--- src/rtl/bm_accum_pkg.sv ---
// -----------------------------------------------------------------------------
// bm_accum_pkg
// Shared definitions for the product accumulator slice.
//   state_e          : accumulator FSM encoding (ACCUM collects, HOLD presents)
//   DEF_PROD_WIDTH   : default incoming product width
//   DEF_ACC_WIDTH    : default accumulator / result width
//   DEF_COUNT        : default number of products per batch
//   DEF_CNT_WIDTH    : default batch counter width
// -----------------------------------------------------------------------------
package bm_accum_pkg;

    typedef enum logic {
        ACCUM = 1'b0,
        HOLD  = 1'b1
    } state_e;

    localparam int unsigned DEF_PROD_WIDTH = 16;
    localparam int unsigned DEF_ACC_WIDTH  = 24;
    localparam int unsigned DEF_COUNT      = 4;
    localparam int unsigned DEF_CNT_WIDTH  = 8;

endpackage : bm_accum_pkg

--- src/rtl/bm_product_accumulator_if.sv ---
// -----------------------------------------------------------------------------
// bm_product_accumulator_if
// Groups the product input stream, the clear strobe and the result output
// stream of the product accumulator.
//   prod_in/prod_valid/prod_ready : product stream from the multiply stage
//   clear                         : discard the partial batch
//   sum_out/overflow/sum_valid/sum_ready : completed batch result stream
// Modports:
//   master : the surrounding system (drives products, consumes results)
//   slave  : the accumulator itself
// -----------------------------------------------------------------------------
interface bm_product_accumulator_if
    import bm_accum_pkg::*;
#(
    parameter int unsigned PROD_WIDTH = DEF_PROD_WIDTH,
    parameter int unsigned ACC_WIDTH  = DEF_ACC_WIDTH
);

    logic [PROD_WIDTH-1:0] prod_in;
    logic                  prod_valid;
    logic                  prod_ready;
    logic                  clear;
    logic [ACC_WIDTH-1:0]  sum_out;
    logic                  sum_valid;
    logic                  sum_ready;
    logic                  overflow;

    modport master (
        output prod_in,
        output prod_valid,
        output clear,
        output sum_ready,
        input  prod_ready,
        input  sum_out,
        input  sum_valid,
        input  overflow
    );

    modport slave (
        input  prod_in,
        input  prod_valid,
        input  clear,
        input  sum_ready,
        output prod_ready,
        output sum_out,
        output sum_valid,
        output overflow
    );

endinterface : bm_product_accumulator_if

--- src/rtl/bm_batch_counter.sv ---
// -----------------------------------------------------------------------------
// bm_batch_counter
// Counts accepted products within a batch.
//   clock    : clock, state updates on posedge
//   reset    : synchronous active-high reset
//   inc      : advance the count by one
//   clr      : return the count to zero (wins over inc)
//   terminal : count has reached COUNT-1, the next product closes the batch
// -----------------------------------------------------------------------------
module bm_batch_counter
    import bm_accum_pkg::*;
#(
    parameter int unsigned CNT_WIDTH = DEF_CNT_WIDTH,
    parameter int unsigned COUNT     = DEF_COUNT
) (
    input  logic clock,
    input  logic reset,
    input  logic inc,
    input  logic clr,
    output logic terminal
);

    logic [CNT_WIDTH-1:0] count_q;

    always_ff @(posedge clock) begin
        if (reset || clr) begin
            count_q <= '0;
        end else if (inc) begin
            count_q <= count_q + CNT_WIDTH'(1);
        end
    end

    assign terminal = (count_q == CNT_WIDTH'(COUNT - 1));

endmodule : bm_batch_counter

--- src/rtl/bm_product_accumulator.sv ---
// -----------------------------------------------------------------------------
// bm_product_accumulator
// Sums COUNT unsigned products into an ACC_WIDTH result (wrapping), then
// presents the result on a valid/ready handshake. While a result is pending
// no further products are taken; after the result is consumed there is one
// bubble cycle before products are accepted again.
//   clock : clock, all state updates on posedge
//   reset : synchronous active-high reset
//   bus   : slave side of bm_product_accumulator_if
//           prod_in/prod_valid/prod_ready, clear,
//           sum_out/overflow/sum_valid/sum_ready
// -----------------------------------------------------------------------------
module bm_product_accumulator
    import bm_accum_pkg::*;
#(
    parameter int unsigned PROD_WIDTH = DEF_PROD_WIDTH,
    parameter int unsigned ACC_WIDTH  = DEF_ACC_WIDTH,
    parameter int unsigned COUNT      = DEF_COUNT,
    parameter int unsigned CNT_WIDTH  = DEF_CNT_WIDTH
) (
    input  logic                    clock,
    input  logic                    reset,
    bm_product_accumulator_if.slave bus
);

    state_e               state_q;
    logic [ACC_WIDTH-1:0] acc_q;
    logic                 ovf_acc_q;
    logic [ACC_WIDTH-1:0] sum_q;
    logic                 sum_valid_q;
    logic                 overflow_q;

    logic                 prod_ready;
    logic                 accept;
    logic                 terminal;
    logic                 cnt_inc;
    logic                 cnt_clr;
    logic [ACC_WIDTH:0]   add_full;
    logic                 carry;

    // The only combinational input-to-output path.
    assign prod_ready = (state_q == ACCUM) && !bus.clear && !reset;
    assign accept     = bus.prod_valid && prod_ready;

    // One extra bit captures the carry out of the accumulator.
    assign add_full = {1'b0, acc_q} + {{(ACC_WIDTH - PROD_WIDTH + 1){1'b0}}, bus.prod_in};
    assign carry    = add_full[ACC_WIDTH];

    // clear only acts in ACCUM; in HOLD the counter is already zero.
    assign cnt_inc = accept && !terminal;
    assign cnt_clr = ((state_q == ACCUM) && bus.clear) || (accept && terminal);

    bm_batch_counter #(
        .CNT_WIDTH (CNT_WIDTH),
        .COUNT     (COUNT)
    ) u_batch_counter (
        .clock    (clock),
        .reset    (reset),
        .inc      (cnt_inc),
        .clr      (cnt_clr),
        .terminal (terminal)
    );

    always_ff @(posedge clock) begin
        if (reset) begin
            state_q     <= ACCUM;
            acc_q       <= '0;
            ovf_acc_q   <= 1'b0;
            sum_q       <= '0;
            sum_valid_q <= 1'b0;
            overflow_q  <= 1'b0;
        end else begin
            case (state_q)
                ACCUM: begin
                    if (bus.clear) begin
                        acc_q     <= '0;
                        ovf_acc_q <= 1'b0;
                    end else if (accept) begin
                        if (terminal) begin
                            sum_q       <= add_full[ACC_WIDTH-1:0];
                            overflow_q  <= ovf_acc_q | carry;
                            sum_valid_q <= 1'b1;
                            acc_q       <= '0;
                            ovf_acc_q   <= 1'b0;
                            state_q     <= HOLD;
                        end else begin
                            acc_q     <= add_full[ACC_WIDTH-1:0];
                            ovf_acc_q <= ovf_acc_q | carry;
                        end
                    end
                end
                HOLD: begin
                    // Result stays put until taken; clear is ignored here.
                    if (sum_valid_q && bus.sum_ready) begin
                        sum_valid_q <= 1'b0;
                        state_q     <= ACCUM;
                    end
                end
                default: state_q <= ACCUM;
            endcase
        end
    end

    assign bus.prod_ready = prod_ready;
    assign bus.sum_out    = sum_q;
    assign bus.sum_valid  = sum_valid_q;
    assign bus.overflow   = overflow_q;

endmodule : bm_product_accumulator
--- src/flat_wrapper.sv ---
// flat-port wrapper written by rule: the top's interface ports become plain ports
module bm_product_accumulator_flat import bm_accum_pkg::*;
#(
    parameter int unsigned PROD_WIDTH = DEF_PROD_WIDTH,
    parameter int unsigned ACC_WIDTH  = DEF_ACC_WIDTH,
    parameter int unsigned COUNT      = DEF_COUNT,
    parameter int unsigned CNT_WIDTH  = DEF_CNT_WIDTH
)
  (clock, reset, bus_prod_in, bus_prod_valid, bus_clear, bus_sum_ready, bus_prod_ready, bus_sum_out, bus_sum_valid, bus_overflow);
  bm_product_accumulator_if #(.PROD_WIDTH(PROD_WIDTH), .ACC_WIDTH(ACC_WIDTH)) bus_i ();
  input  logic clock;
  input  logic reset;
  input wire logic [$bits(bus_i.prod_in)-1:0] bus_prod_in;
  input wire logic [$bits(bus_i.prod_valid)-1:0] bus_prod_valid;
  input wire logic [$bits(bus_i.clear)-1:0] bus_clear;
  input wire logic [$bits(bus_i.sum_ready)-1:0] bus_sum_ready;
  output wire logic [$bits(bus_i.prod_ready)-1:0] bus_prod_ready;
  output wire logic [$bits(bus_i.sum_out)-1:0] bus_sum_out;
  output wire logic [$bits(bus_i.sum_valid)-1:0] bus_sum_valid;
  output wire logic [$bits(bus_i.overflow)-1:0] bus_overflow;
  assign bus_i.prod_in = bus_prod_in;
  assign bus_i.prod_valid = bus_prod_valid;
  assign bus_i.clear = bus_clear;
  assign bus_i.sum_ready = bus_sum_ready;
  assign bus_prod_ready = bus_i.prod_ready;
  assign bus_sum_out = bus_i.sum_out;
  assign bus_sum_valid = bus_i.sum_valid;
  assign bus_overflow = bus_i.overflow;
  bm_product_accumulator #(.PROD_WIDTH(PROD_WIDTH), .ACC_WIDTH(ACC_WIDTH), .COUNT(COUNT), .CNT_WIDTH(CNT_WIDTH)) u_core (.clock(clock), .reset(reset), .bus(bus_i));
endmodule
--- config.mk ---
export PLATFORM = sky130hd
export DESIGN_NAME = bm_product_accumulator_flat
export DESIGN_NICKNAME = d
export VERILOG_FILES = /design/src/rtl/bm_accum_pkg.sv /design/src/rtl/bm_product_accumulator_if.sv /design/src/rtl/bm_batch_counter.sv /design/src/rtl/bm_product_accumulator.sv /design/src/flat_wrapper.sv
export SDC_FILE = /design/constraint.sdc
export NUM_CORES = 1
export LEC_CHECK = 0
export BUFFER_PORTS_ARGS = -buffer_cell sky130_fd_sc_hd__buf_4
export CAP_MARGIN = 30
export CORE_MARGIN = 5
export CORE_UTILIZATION = 45
export DETAILED_ROUTE_END_ITERATION = 8
export PLACE_DENSITY = 0.66
export SYNTH_ARGS = -nofsm -noshare
export SYNTH_HDL_FRONTEND = slang
export SYNTH_SLANG_ARGS = --single-unit
export TNS_END_PERCENT = 10
--- constraint.sdc ---
create_clock -name clock -period 2.7 [get_ports clock]
set_input_delay 0.54 -clock clock [delete_from_list [all_inputs] [get_ports clock]]
set_output_delay 0.54 -clock clock [all_outputs]
set_load 0.005 [all_outputs]
Word level (Yosys, flattened, before mapping)

Cells that the tools add are included.

Bits in registers: 60
Output and inout bits: 27
Bits of input ports: 21
Word-level logic and storage cells: 49

Eq/ne operators: 5
Mux-type cells: 16
$add $sub $neg: 2
Bitwise logic cells: 3
Reduce and logical (&&, ||, !) cells: 16

Operator list:

| kind                                                  | count |
|---|---|
| two-way mux 24 bit                                    | 3 |
| adder 24 x 16 -> 25 bit                               | 1 |
| two-way mux 1 bit                                     | 11 |
| adder 8 x 1 -> 8 bit, second input constant           | 1 |
| equality test 8 x 2 -> 1 bit, second input constant   | 1 |
| AND reduction 4 bit                                   | 2 |
| logical AND 1 bit                                     | 7 |
| inequality test 2 x 1 -> 1 bit, second input constant | 2 |
| inequality test 2 bit, second input constant          | 2 |
| case mux 1 bit (2 select lines)                       | 2 |
| logical NOT 1 bit                                     | 3 |
| logical OR 1 bit                                      | 2 |
| inverter 1 bit                                        | 2 |
| AND reduction 2 bit                                   | 1 |
| nonzero test 2 bit                                    | 1 |
| OR 1 bit                                              | 1 |

Depth between registers and ports, before layout

Gate-level depths: netlist (run 1).

Depth in word-level cells: 7
Mapped depth: 10
Depth with buffers taken out: 10

Cells and area by module

Synthesis (run 1) repeated with hierarchy kept, for this count alone.

Cell total of the unflattened synthesis: 401
Area total of the unflattened synthesis: 3,301.9 µm²

Modules (own cells, without submodules):

| module                 | area an instance (µm²) | seq. area each (µm²) | instances | cells each |
|---|---|---|---|---|
| bm_product_accumulator | 2,926.6                | 1,041.0              | 1         | 359 |
| bm_batch_counter       | 375.4                  | 160.2                | 1         | 42 |

Least setup slack after synthesis (run 1)

OpenSTA, ideal clock, no wires.

Path type: in2reg
Start point: input port bus_prod_in[0]
End point: register u_core.acc_q[18]
Cell stages on the path: 10
Slack: 0.233 ns
Library setup time: 0.074 ns
Buffers on the path: 0
Arrival: 2.393 ns
Required time: 2.626 ns
Cells stage by stage: ha_1 > inv_1 > fa_1 > nand2b_1 > a21oi_1 > o21ai_1 > a21oi_1 > o31ai_2 > or3_1 > a31oi_1

Word-level cells in the longest chain between the ends: 4

RTL lines:

| item                    | line                         | RTL |
|---|---|---|
| from (decl)             | flat_wrapper.sv:13           | `input wire logic [$bits(bus_i.prod_in)-1:0] bus_prod_in;` |
| adder 24 x 16 -> 25 bit | bm_product_accumulator.sv:46 | `assign add_full = {1'b0, acc_q} + {{(ACC_WIDTH - PROD_WIDTH + 1){1'b0}}, bus.prod_in};` |
| two-way mux 24 bit      | bm_product_accumulator.sv:79 | `if (terminal) begin` |
| two-way mux 24 bit      | bm_product_accumulator.sv:78 | `end else if (accept) begin` |
| two-way mux 24 bit      | bm_product_accumulator.sv:75 | `if (bus.clear) begin` |
| to (signal assigned)    | bm_product_accumulator.sv:87 | `acc_q <= add_full[ACC_WIDTH-1:0];` |
| to (decl)               | bm_product_accumulator.sv:27 | `logic [ACC_WIDTH-1:0] acc_q;` |

Every way passes these cells. The select of a mux whose other input is x is not followed.
A chain may end at the register's enable or synchronous reset.

Final worst setup path (run 1)

Start point: register u_core.acc_q[0]
End point: register u_core.sum_q[20], in the netlist u_core.bus.sum_out[20]

Word-level cells in the longest chain between the ends: 1

RTL lines:

| item                    | line                         | RTL |
|---|---|---|
| adder 24 x 16 -> 25 bit | bm_product_accumulator.sv:46 |  |
| to (signal assigned)    | bm_product_accumulator.sv:80 | `sum_q <= add_full[ACC_WIDTH-1:0];` |
| to (decl)               | bm_product_accumulator.sv:29 | `logic [ACC_WIDTH-1:0] sum_q;` |

Every way passes these cells.

==> key figures, run 1 <==
Placement
  – Gpl congestion: 0.862
  – Pre-CTS setup slack: -0.0592 ns
  – Final HPWL DP: 6220 µm
  – Cell Area, Placed: 3880 µm²
  – IO buf count: 47

Clock tree
  – CTS max path bufs: 2
  – Cts hold-fix bufs: 0
  – CTS root buf: clkbuf_8
  – CTS tree: built
  – Clock transition at path regs: 0.07 ns
  – CTS sink cnt: 60
  – Post_cts resized: 0
  – Number of H-tree levels: 3
  – Number of buffers added for setup after CTS: 0
  – Total CTS buffers: 9
  – Worst-Skew Late Latency: 0.34 ns

Job
  – Max-Cap Viols: 0

Layout
  – Commonest non-fill, non-tap cells in the layout: 66 x buf_4, 60 x dfxtp_1, 48 x nand2_1
  – Most common cell after layout, fill and taps aside: buf_4
  – Layout area overhead: 20.4%
  – Fill count: 678
  – Design area: 4070 µm²
  – Share of post-route cells with drive strength above 1: 21.3%
  – Diodes inserted: 0
  – Final #Nets: 495

Critical path
  – Setup slack, reg-to-reg: 0.15 ns
  – Crit Reg-Reg Endpoint: u_core.bus.sum_out[20]
  – Critical Path, Cell by Cell: ha_1, inv_1, fa_1, nand2b_1, a21oi_1, or2_1, a31oi_2, o21ai_0, buf_4, xnor2_1, o21ai_0
  – CP arrival: 2.77 ns
  – Critical Path RT: 2.93 ns
  – RR Startpoint: u_core.acc_q[0]
  – Worst path slowest cell: fa_1
  – Slowest stage delay, CP: 0.39 ns
  – Worst-path maximum fanout: 5
  – Kind of critical path: reg2reg
  – Startpoint types: flip-flop
  – Cell mode on critical path: o21ai_0
  – Crit. End Element: flip-flop
  – R2R depth: 11

Min path
  – Min-delay src: u_core.bus.sum_out[4]
  – Hold depth: 2
  – Hold EP: u_core.bus.sum_out[4]
  – Type of the worst min-delay path: reg2reg

Power
  – Max IR drop VDD: 0.292 mV
  – Power density over the cells: 481 nW/µm²
  – Pleak: 1.65 nW
  – Design Power: 1.96 mW

Floorplan
  – Die Width: 96.7 µm
  – Die ar.: 9350 µm²
  – Core area: 7290 µm²
  – Chip height: 96.7 µm
  – # IOs: 48
  – Initial core utilization: 46.4%
  – # rows: 31

Logic synthesis
  – Top_reg_cell synth: dfxtp_1
  – Warnings, synthesis: 0
  – Synth cell types: 60
  – Seq cells post-synth: 60
  – Gate Count Post-Synth: 403
  – Mapped Nets: 442
  – Ys async rst share: 0%
  – Synth Area per Inst: 8.39 µm²
  – Cell Area, Synth: 3380 µm²
  – Seq/Total Area, Yosys: 35.5%
  – Post-synth EDFFs: 0

STA
  – Setup TNS: 0 ns
  – Fmax: 0.393 GHz
  – Fin. Hold Viols: 0
  – Final setup violation count: 0
  – Final WS setup: 0.154 ns
  – Crit share post-route: 94.3%
  – RSZ-0062 raised after global routing: no
  – Final clock skew: 0.00535 ns
  – Least-Margin Pin Slew: 0.606 ns
  – Tmin final: 2.55 ns
  – Max-slew violations: 0
  – Slew margin rel.: 59.2%
  – Hold Slack: 0.455 ns

Global routing
  – Initial antenna violation count: 0
  – First-pass GRT wire length: 14,800 µm
  – Total track usage: 18.9%
  – Largest net degree at the start of global routing: 30
  – Overflow after GRT: 0
  – Vias in the first global route: 3,074

Routing
  – Vias: 3,143
  – Post-route DRC violation count: 0
  – WL final: 8660 µm
  – ANT nets after route: 0
  – Drt pass-1 iters: 4
  – Drt initial violations: 148
  – Wire per inst: 15.5 µm
  – Via density per instance: 5.62

Run status
  – Outcome: finished, final reports clean
## area by class of cell
type                    instances  area [µm²]  area share (%)
multi-input cells             314        2050            50.3
flip-flops and latches         60        1200            29.5
repair buffers                 66         495            12.2
clock buffers                  12         165            4.06
well taps                      99         124            3.04
clock inverters                 3        21.3           0.522
inverters                       5        18.8           0.461
## cell usage after synthesis, drive strengths merged, types with 4 or more instances
| cell type | number | area [µm²] |
|---|---|---|
| a211oi | 5 | 37.5 |
| a21o | 9 | 67.6 |
| a21oi | 35 | 179 |
| a22o | 9 | 78.8 |
| a22oi | 4 | 30.0 |
| a31oi | 7 | 50.1 |
| and2 | 4 | 25.0 |
| and3 | 6 | 37.5 |
| buf | 12 | 73.8 |
| clkbuf | 12 | 45.0 |
| dfxtp | 60 | 1200 |
| ha | 17 | 213 |
| inv | 5 | 18.8 |
| nand2 | 49 | 186 |
| nand2b | 7 | 46.3 |
| nand3 | 20 | 100 |
| nand4 | 11 | 68.8 |
| nor2 | 27 | 101 |
| nor3 | 5 | 25.0 |
| nor4 | 6 | 65.1 |
| o211ai | 4 | 30.0 |
| o21ai | 22 | 110 |
| o21bai | 4 | 30.0 |
| o31ai | 6 | 55.1 |
| or2 | 4 | 25.0 |
| xnor2 | 12 | 105 |
| xor2 | 11 | 96.3 |
## metal layers
metal / share of wire, % / GRT usage, %
met5: 0 / 0
met4: 1.5 / 5.62
met3: 5.8 / 6.40
met2: 45 / 30.0
met1: 48 / 24.4
## stage by stage
step / util, % / cells
detailed placement: 53.2 / 544
global route: 55.9 / 559
global placement: 53.2 / 544
floorplan: - / 403
finish: 55.9 / 559
CTS: 55.8 / 559
## worst max path at each step
stage / start / endpoint
floorplan: bus_prod_in[0] / u_core.acc_q[18]
global placement: bus_prod_in[0] / u_core.bus.sum_out[20]
detailed placement: bus_prod_in[0] / u_core.bus.overflow
CTS: u_core.acc_q[0] / u_core.bus.overflow
global route: u_core.acc_q[0] / u_core.acc_q[20]
finish: u_core.acc_q[0] / u_core.bus.sum_out[20]
## worst max-delay path, delay by kind of cell (launching register included)
| family | cells | cell delay [ns] |
|---|---|---|
| adders and majority gates | 2 | 0.58 |
| buffers and inverters | 2 | 0.24 |
| xor gates and xnor gates | 1 | 0.11 |
| AOI/OAI and AO/OA | 4 | 0.80 |
| DFF | 1 | 0.34 |
| and+or+nand+nor | 2 | 0.36 |
## power breakdown
| part | leakage [nW] | internal (mW) | switching, mW |
|---|---|---|---|
| combinational | 1.07 | 0.108 | 0.145 |
| sequential | 0.485 | 0.903 | 0.0286 |
| clock | 0.0945 | 0.403 | 0.370 |
| total | 1.65 | 1.41 | 0.543 |
## logic make-up (layout without fill, tap and decap cells)
kind of cell               count (synthesis)  in the layout  synth area share, %
DFF                                       60             60                 35.5
buffers and inverters                     29             86                 4.07
AOI/OAI and AO/OA                        119            119                 23.6
adders and majority gates                 18             18                 6.88
and+or+nand+nor                          154            154                 24.0
xor gates and xnor gates                  23             23                 5.96
## flip-flops by register name, summed over array words and instances (netlist names)
name and count:
u_core.acc_q 24, u_core.bus.overflow 1, u_core.bus.sum_out 24, u_core.bus.sum_valid 1
u_core.ovf_acc_q 1, u_core.state_q 1, u_core.u_batch_counter.count_q 8
No activity file was read; power rests on OpenSTA's default activity.
==> run 2, diff against run 1 <==
- PLACE_DENSITY: 0.66 -> 0.69
- clock period: 2.7 -> 2.1 ns (I/O delays scaled with it)
==> key figures, run 2 (same netlist as run 1, synthesis figures left out) <==
Floorplan
  – Die Width: 96.7 µm (unchanged)
  – # rows: 31 (unchanged)
  – Chip height: 96.7 µm (unchanged)
  – Core area: 7290 µm² (unchanged)
  – Initial core utilization: 46.4% (unchanged)
  – Die ar.: 9350 µm² (unchanged)
  – # IOs: 48 (unchanged)

Min path
  – Hold depth: 4 (+2)
  – Type of the worst min-delay path: in2reg

Critical path
  – CP arrival: 2.45 ns (-0.32 ns)
  – Kind of critical path: reg2reg
  – Startpoint types: flip-flop
  – Crit Reg-Reg Endpoint: u_core.acc_q[16]
  – Crit path from: u_core.acc_q[4]
  – Setup slack, reg-to-reg: -0.09 ns (-0.24 ns)
  – Critical Path End: u_core.acc_q[16]
  – Worst-path maximum fanout: 4 (-1)
  – RR Startpoint: u_core.acc_q[4]
  – Critical Path RT: 2.37 ns (-0.56 ns)
  – Crit. End Element: flip-flop
  – R2R depth: 9 (-2)

STA
  – Fmax: 0.458 GHz (+17%)
  – Final setup violation count: 18 (+18)
  – Hold Slack: 0.357 ns (-0.0981 ns)
  – Tmin final: 2.19 ns (-0.361 ns)
  – Setup TNS: -0.724 ns (-0.724 ns)
  – Slew margin rel.: 61.5% (+2.4 points)
  – Fin. Hold Viols: 0 (unchanged)
  – RSZ-0062 raised after global routing: yes
  – Max-slew violations: 0 (unchanged)
  – Crit share post-route: 104% (+9.8 points)
  – Final WS setup: -0.0853 ns (-0.239 ns)
  – Final clock skew: 0.00726 ns (+0.00191 ns)
  – Least-Margin Pin Slew: 0.577 ns (-0.0289 ns)

Power
  – Max IR drop VDD: 0.415 mV (+42%)
  – Pleak: 2.07 nW (+25%)
  – Power density over the cells: 572 nW/µm² (+19%)
  – Design Power: 2.88 mW (+47%)

Run status
  – Outcome: complete, but fails checks
  – Failing checks: setup timing

Global routing
  – Overflow after GRT: 0 (unchanged)
  – Total track usage: 20.7% (+1.8 points)
  – Initial antenna violation count: 0 (unchanged)
  – Vias in the first global route: 3,439 (+12%)
  – First-pass GRT wire length: 16,200 µm (+9.8%)
  – Largest net degree at the start of global routing: 30 (unchanged)

Clock tree
  – CTS tree: built
  – Number of H-tree levels: 3 (unchanged)
  – Clock transition at path regs: 0.07 ns (about the same)
  – CTS root buf: clkbuf_8
  – CTS sink cnt: 60 (unchanged)
  – CTS max path bufs: 2 (unchanged)
  – Total CTS buffers: 9 (unchanged)
  – Worst-Skew Late Latency: 0.34 ns (about the same)

Layout
  – Fin cells: 625 (+12%)
  – Final #Nets: 560 (+13%)
  – Diodes inserted: 0 (unchanged)
  – Commonest non-fill, non-tap cells in the layout: 125 x buf_4, 52 x dfxtp_1, 47 x nand2_1
  – Fill count: 611 (-9.9%)
  – Layout area overhead: 49.0%
  – Most common cell after layout, fill and taps aside: buf_4
  – Share of post-route cells with drive strength above 1: 40.7% (+19 points)

Routing
  – WL final: 9940 µm (+15%)
  – Via density per instance: 5.52 (-1.8%)
  – Drt initial violations: 213 (+44%)
  – Drt pass-1 iters: 4 (unchanged)
  – Post-route DRC violation count: 0 (unchanged)
  – Vias: 3,452 (+9.8%)
  – Wire per inst: 15.9 µm (+2.7%)
  – ANT nets after route: 0 (unchanged)

Placement
  – IO buf count: 47 (unchanged)
  – Pre-CTS setup slack: -0.411 ns (-0.352 ns)
  – Final HPWL DP: 7090 µm (+14%)
  – Placed insts: 603 (+11%)
  – Gpl congestion: 0.891 (+3.3%)

Job
  – Max-Cap Viols: 0 (unchanged)
[run 2: changes by cell type in the layout (fill, tap and decap cells not counted), sizes merged]
cell,delta
buf,+65
bufinv,+2
clkinv,-1
[run 2: metrics by stage]
step | util [%] | instance area, µm²
after floorplan | - | 3520
after global placement | 61.5 | 4490
after detailed placement | 61.5 | 4490
after CTS | 66.4 | 4840
after global routing | 69.1 | 5040
final | 69.1 | 5040
[run 2: how the worst min path moves through the flow]
stage / start / endpoint / slack (ns)
global route: bus_sum_ready / u_core.bus.sum_valid / 0.37
finish: bus_sum_ready / u_core.bus.sum_valid / 0.36
detailed placement: u_core.bus.sum_out[3] / u_core.bus.sum_out[3] / 0.45
floorplan: u_core.ovf_acc_q / u_core.bus.overflow / 0.43
CTS: bus_sum_ready / u_core.bus.sum_valid / 0.35
global placement: u_core.ovf_acc_q / u_core.bus.overflow / 0.44
[run 2: layout make-up]
cell class,instances,area [µm²],area share [%]
inverter,5,18.8,0.372
clock inverter,4,72.6,1.44
clock buffer,12,145,2.88
timing repair buffer,131,1020,20.3
multi-input combinational,314,2440,48.4
sequential,60,1210,24.1
tap,99,124,2.46
[run 2: worst max-delay path, stage by stage, from the launching register on]
cell and delay, ns:
dfxtp_2 0.36, ha_4 0.20, buf_4 0.14, a21o_1 0.19, a21o_1 0.21, or2_4 0.29
a31oi_4 0.21, o21bai_2 0.11, or2_0 0.22, a31oi_1 0.19
[run 2: repair_timing]
| item | CTS | global route |
|---|---|---|
| gates resized for setup | 26 | 40 |
| setup buffers | 5 | 1 |
| endpoints found under the hold margin | 0 | 0 |
| hold buffers | 0 | 0 |
| pin swaps | 15 | 16 |
| setup endpoints to repair | 47 | 46 |
[run 2: routing by layer]
layer / wire length (µm) / vias to the layer above / share of wire (%) / track usage, %
met5: 0 / - / 0 / 0
met3: 621 / 19 / 6.2 / 4.82
li1: - / 1710 / - / -
met2: 4780 / 105 / 48 / 34.7
met1: 4340 / 1618 / 44 / 25.9
met4: 197 / 0 / 2.0 / 7.56
[run 2: power by group]
group / leakage, nW / internal (mW) / switching [mW]
sequential: 0.489 / 1.16 / 0.0330
combinational: 1.48 / 0.250 / 0.262
clock: 0.107 / 0.700 / 0.476
total: 2.07 / 2.11 / 0.771
==> run 3, diff against run 2 <==
- PLACE_DENSITY: 0.69 -> 0.66
- clock period: 2.1 -> 2.6 ns (I/O delays scaled with it)
==> key figures, run 3 (same netlist as run 1, synthesis figures left out) <==
Layout
  – Multi-input logic area: 2050 µm² (-16%)
  – Most common cell after layout, fill and taps aside: buf_4
  – Final core occ: 57.0% (-12 points)
  – Diodes inserted: 0 (unchanged)
  – Commonest non-fill, non-tap cells in the layout: 75 x buf_4, 60 x dfxtp_1, 48 x nand2_1
  – Register area: 1200 µm² (-1.0%)
  – Design area: 4160 µm² (-18%)
  – Layout area overhead: 22.9%
  – Final #Nets: 505 (-9.8%)
  – Share of post-route cells with drive strength above 1: 23.2% (-17 points)
  – Fill count: 714 (+17%)

Floorplan
  – Chip height: 96.7 µm (unchanged)
  – Die Width: 96.7 µm (unchanged)
  – # IOs: 48 (unchanged)
  – # rows: 31 (unchanged)
  – Die ar.: 9350 µm² (unchanged)
  – Initial core utilization: 46.4% (unchanged)
  – Core area: 7290 µm² (unchanged)

Clock tree
  – CTS root buf: clkbuf_8
  – Clock transition at path regs: 0.07 ns (about the same)
  – CTS sink cnt: 60 (unchanged)
  – CTS max path bufs: 2 (unchanged)
  – Number of H-tree levels: 3 (unchanged)
  – Total CTS buffers: 9 (unchanged)
  – Worst-Skew Late Latency: 0.34 ns (about the same)
  – Cts hold-fix bufs: 0 (unchanged)
  – CTS tree: built

STA
  – Max-slew violations: 0 (unchanged)
  – Final clock skew: 0.00917 ns (+0.00190 ns)
  – Fmax: 0.413 GHz (-9.8%)
  – Slew margin rel.: 62.1% (+0.61 points)
  – Fin. Hold Viols: 0 (unchanged)
  – Final WS setup: 0.177 ns (+0.262 ns)
  – Crit share post-route: 93.2% (-11 points)
  – Final setup violation count: 0 (-18)
  – RSZ-0062 raised after global routing: yes
  – Tmin final: 2.42 ns (+0.238 ns)
  – Setup TNS: 0 ns (+0.724 ns)
  – Least-Margin Pin Slew: 0.568 ns (-0.00908 ns)

Placement
  – Final HPWL DP: 6330 µm (-11%)
  – Cell Area, Placed: 3970 µm² (-11%)
  – IO buf count: 47 (unchanged)
  – Pre-CTS setup slack: -0.0566 ns (+0.355 ns)
  – Gpl congestion: 0.891 (about the same)

Global routing
  – Overflow after GRT: 0 (unchanged)
  – Vias in the first global route: 3,063 (-11%)
  – Largest net degree at the start of global routing: 30 (unchanged)
  – Total track usage: 19.1% (-1.6 points)
  – First-pass GRT wire length: 14,900 µm (-8.5%)
  – Initial antenna violation count: 0 (unchanged)

Routing
  – Drt pass-1 iters: 5 (+1)
  – ANT nets after route: 0 (unchanged)
  – Top sig layer: met4
  – Drt initial violations: 134 (-37%)
  – Wire per inst: 15.3 µm (-3.9%)
  – Met3 routed WL: 397 µm (-36%)
  – Metal-1 WL: 4310 µm (-0.74%)
  – WL final: 8700 µm (-12%)
  – Via density per instance: 5.58 (+1.0%)
  – Metal2 WL: 3880 µm (-19%)
  – Post-route DRC violation count: 0 (unchanged)
  – Vias: 3,174 (-8.1%)

Min path
  – Type of the worst min-delay path: reg2reg

Critical path
  – Worst path slowest cell: or4b_4
  – Delay-heaviest family, CP: simple AND/OR/NAND/NOR gates
  – Slowest stage delay, CP: 0.49 ns (+0.13 ns)
  – Startpoint types: flip-flop
  – Critical Path, Cell by Cell: ha_1, or4b_4, nor4_4, nand2b_2, nor4_1, o311ai_1, o41ai_1
  – Kind of critical path: reg2reg
  – Crit. End Element: flip-flop
  – Buffers & Inverters on Critical Path: 0 (-1)
  – CP arrival: 2.63 ns (+0.18 ns)
  – Worst-path maximum fanout: 15 (+11)
  – Critical Path RT: 2.81 ns (+0.44 ns)

Power
  – Design Power: 2.00 mW (-31%)
  – Power density over the cells: 482 nW/µm² (-16%)
  – Pleak: 1.71 nW (-18%)
  – Max IR drop VDD: 0.340 mV (-18%)

Job
  – Max-Cap Viols: 0 (unchanged)

Run status
  – Outcome: finished, final reports clean
==> run 3: cell types whose count changed in the layout (fill, tap and decap cells not counted), moves of 6 or more <==
cell | before | now
buf_4 | 125 | 75
ha_1 | 8 | 17
o21ai_0 | 14 | 20
dfxtp_2 | 7 | 0
ha_4 | 9 | 0
dfxtp_1 | 52 | 60
==> run 3: routing by layer <==
metal,up-vias,global-route usage [%]
li1,1606,-
met1,1485,26.3
met2,74,29.3
met3,9,5.11
met4,0,5.62
met5,-,0
==> run 3: layout make-up <==
| type | instances | share of cell area [%] |
|---|---|---|
| clock buffer | 11 | 3.64 |
| clock inverter | 4 | 0.602 |
| inverter | 5 | 0.452 |
| multi-input combinational | 314 | 49.4 |
| sequential | 60 | 28.9 |
| tap | 99 | 2.98 |
| timing repair buffer | 76 | 14.0 |
==> run 3: stage by stage <==
stage          hold slack [ns]  instances
5_1_grt                  0.479        569
3_3_place_gp             0.440        554
6_report                 0.455        569
4_1_cts                  0.452        569
3_5_place_dp             0.448        554
2_1_floorplan            0.429        403
==> run 3: where the power goes <==
part	total (mW)	internal, mW	switching [mW]
Sequential	0.968	0.938	0.0294
Clock	0.756	0.389	0.367
Combinational	0.278	0.124	0.154
Total	2.00	1.45	0.551
==> run 3: worst paths after layout <==
check / startpoint / to / slack [ns] / cells after the start
setup / recovery: u_core.u_batch_counter.count_q[0] / u_core.acc_q[22] / 0.18 / 7
hold / removal: u_core.bus.sum_out[0] / u_core.bus.sum_out[0] / 0.45 / 2
setup reg to reg: u_core.u_batch_counter.count_q[0] / u_core.acc_q[22] / 0.18 / 7
hold reg to reg: u_core.bus.sum_out[0] / u_core.bus.sum_out[0] / 0.45 / 2
==> run 3: timing repair <==
action | 4_1_cts | 5_1_grt
buffers inserted | 0 | 0
endpoints found under the setup margin | 0 | 9
gates resized for setup | 0 | 3
hold endpoints to repair | 0 | 0
==> run 3: worst register-to-register path, cell delays in order, from the launching register on <==
cell and delay, ns:
dfxtp_1 0.37, ha_1 0.23, or4b_4 0.49, nor4_4 0.27, nand2b_2 0.41, nor4_1 0.12
o311ai_1 0.30, o41ai_1 0.11
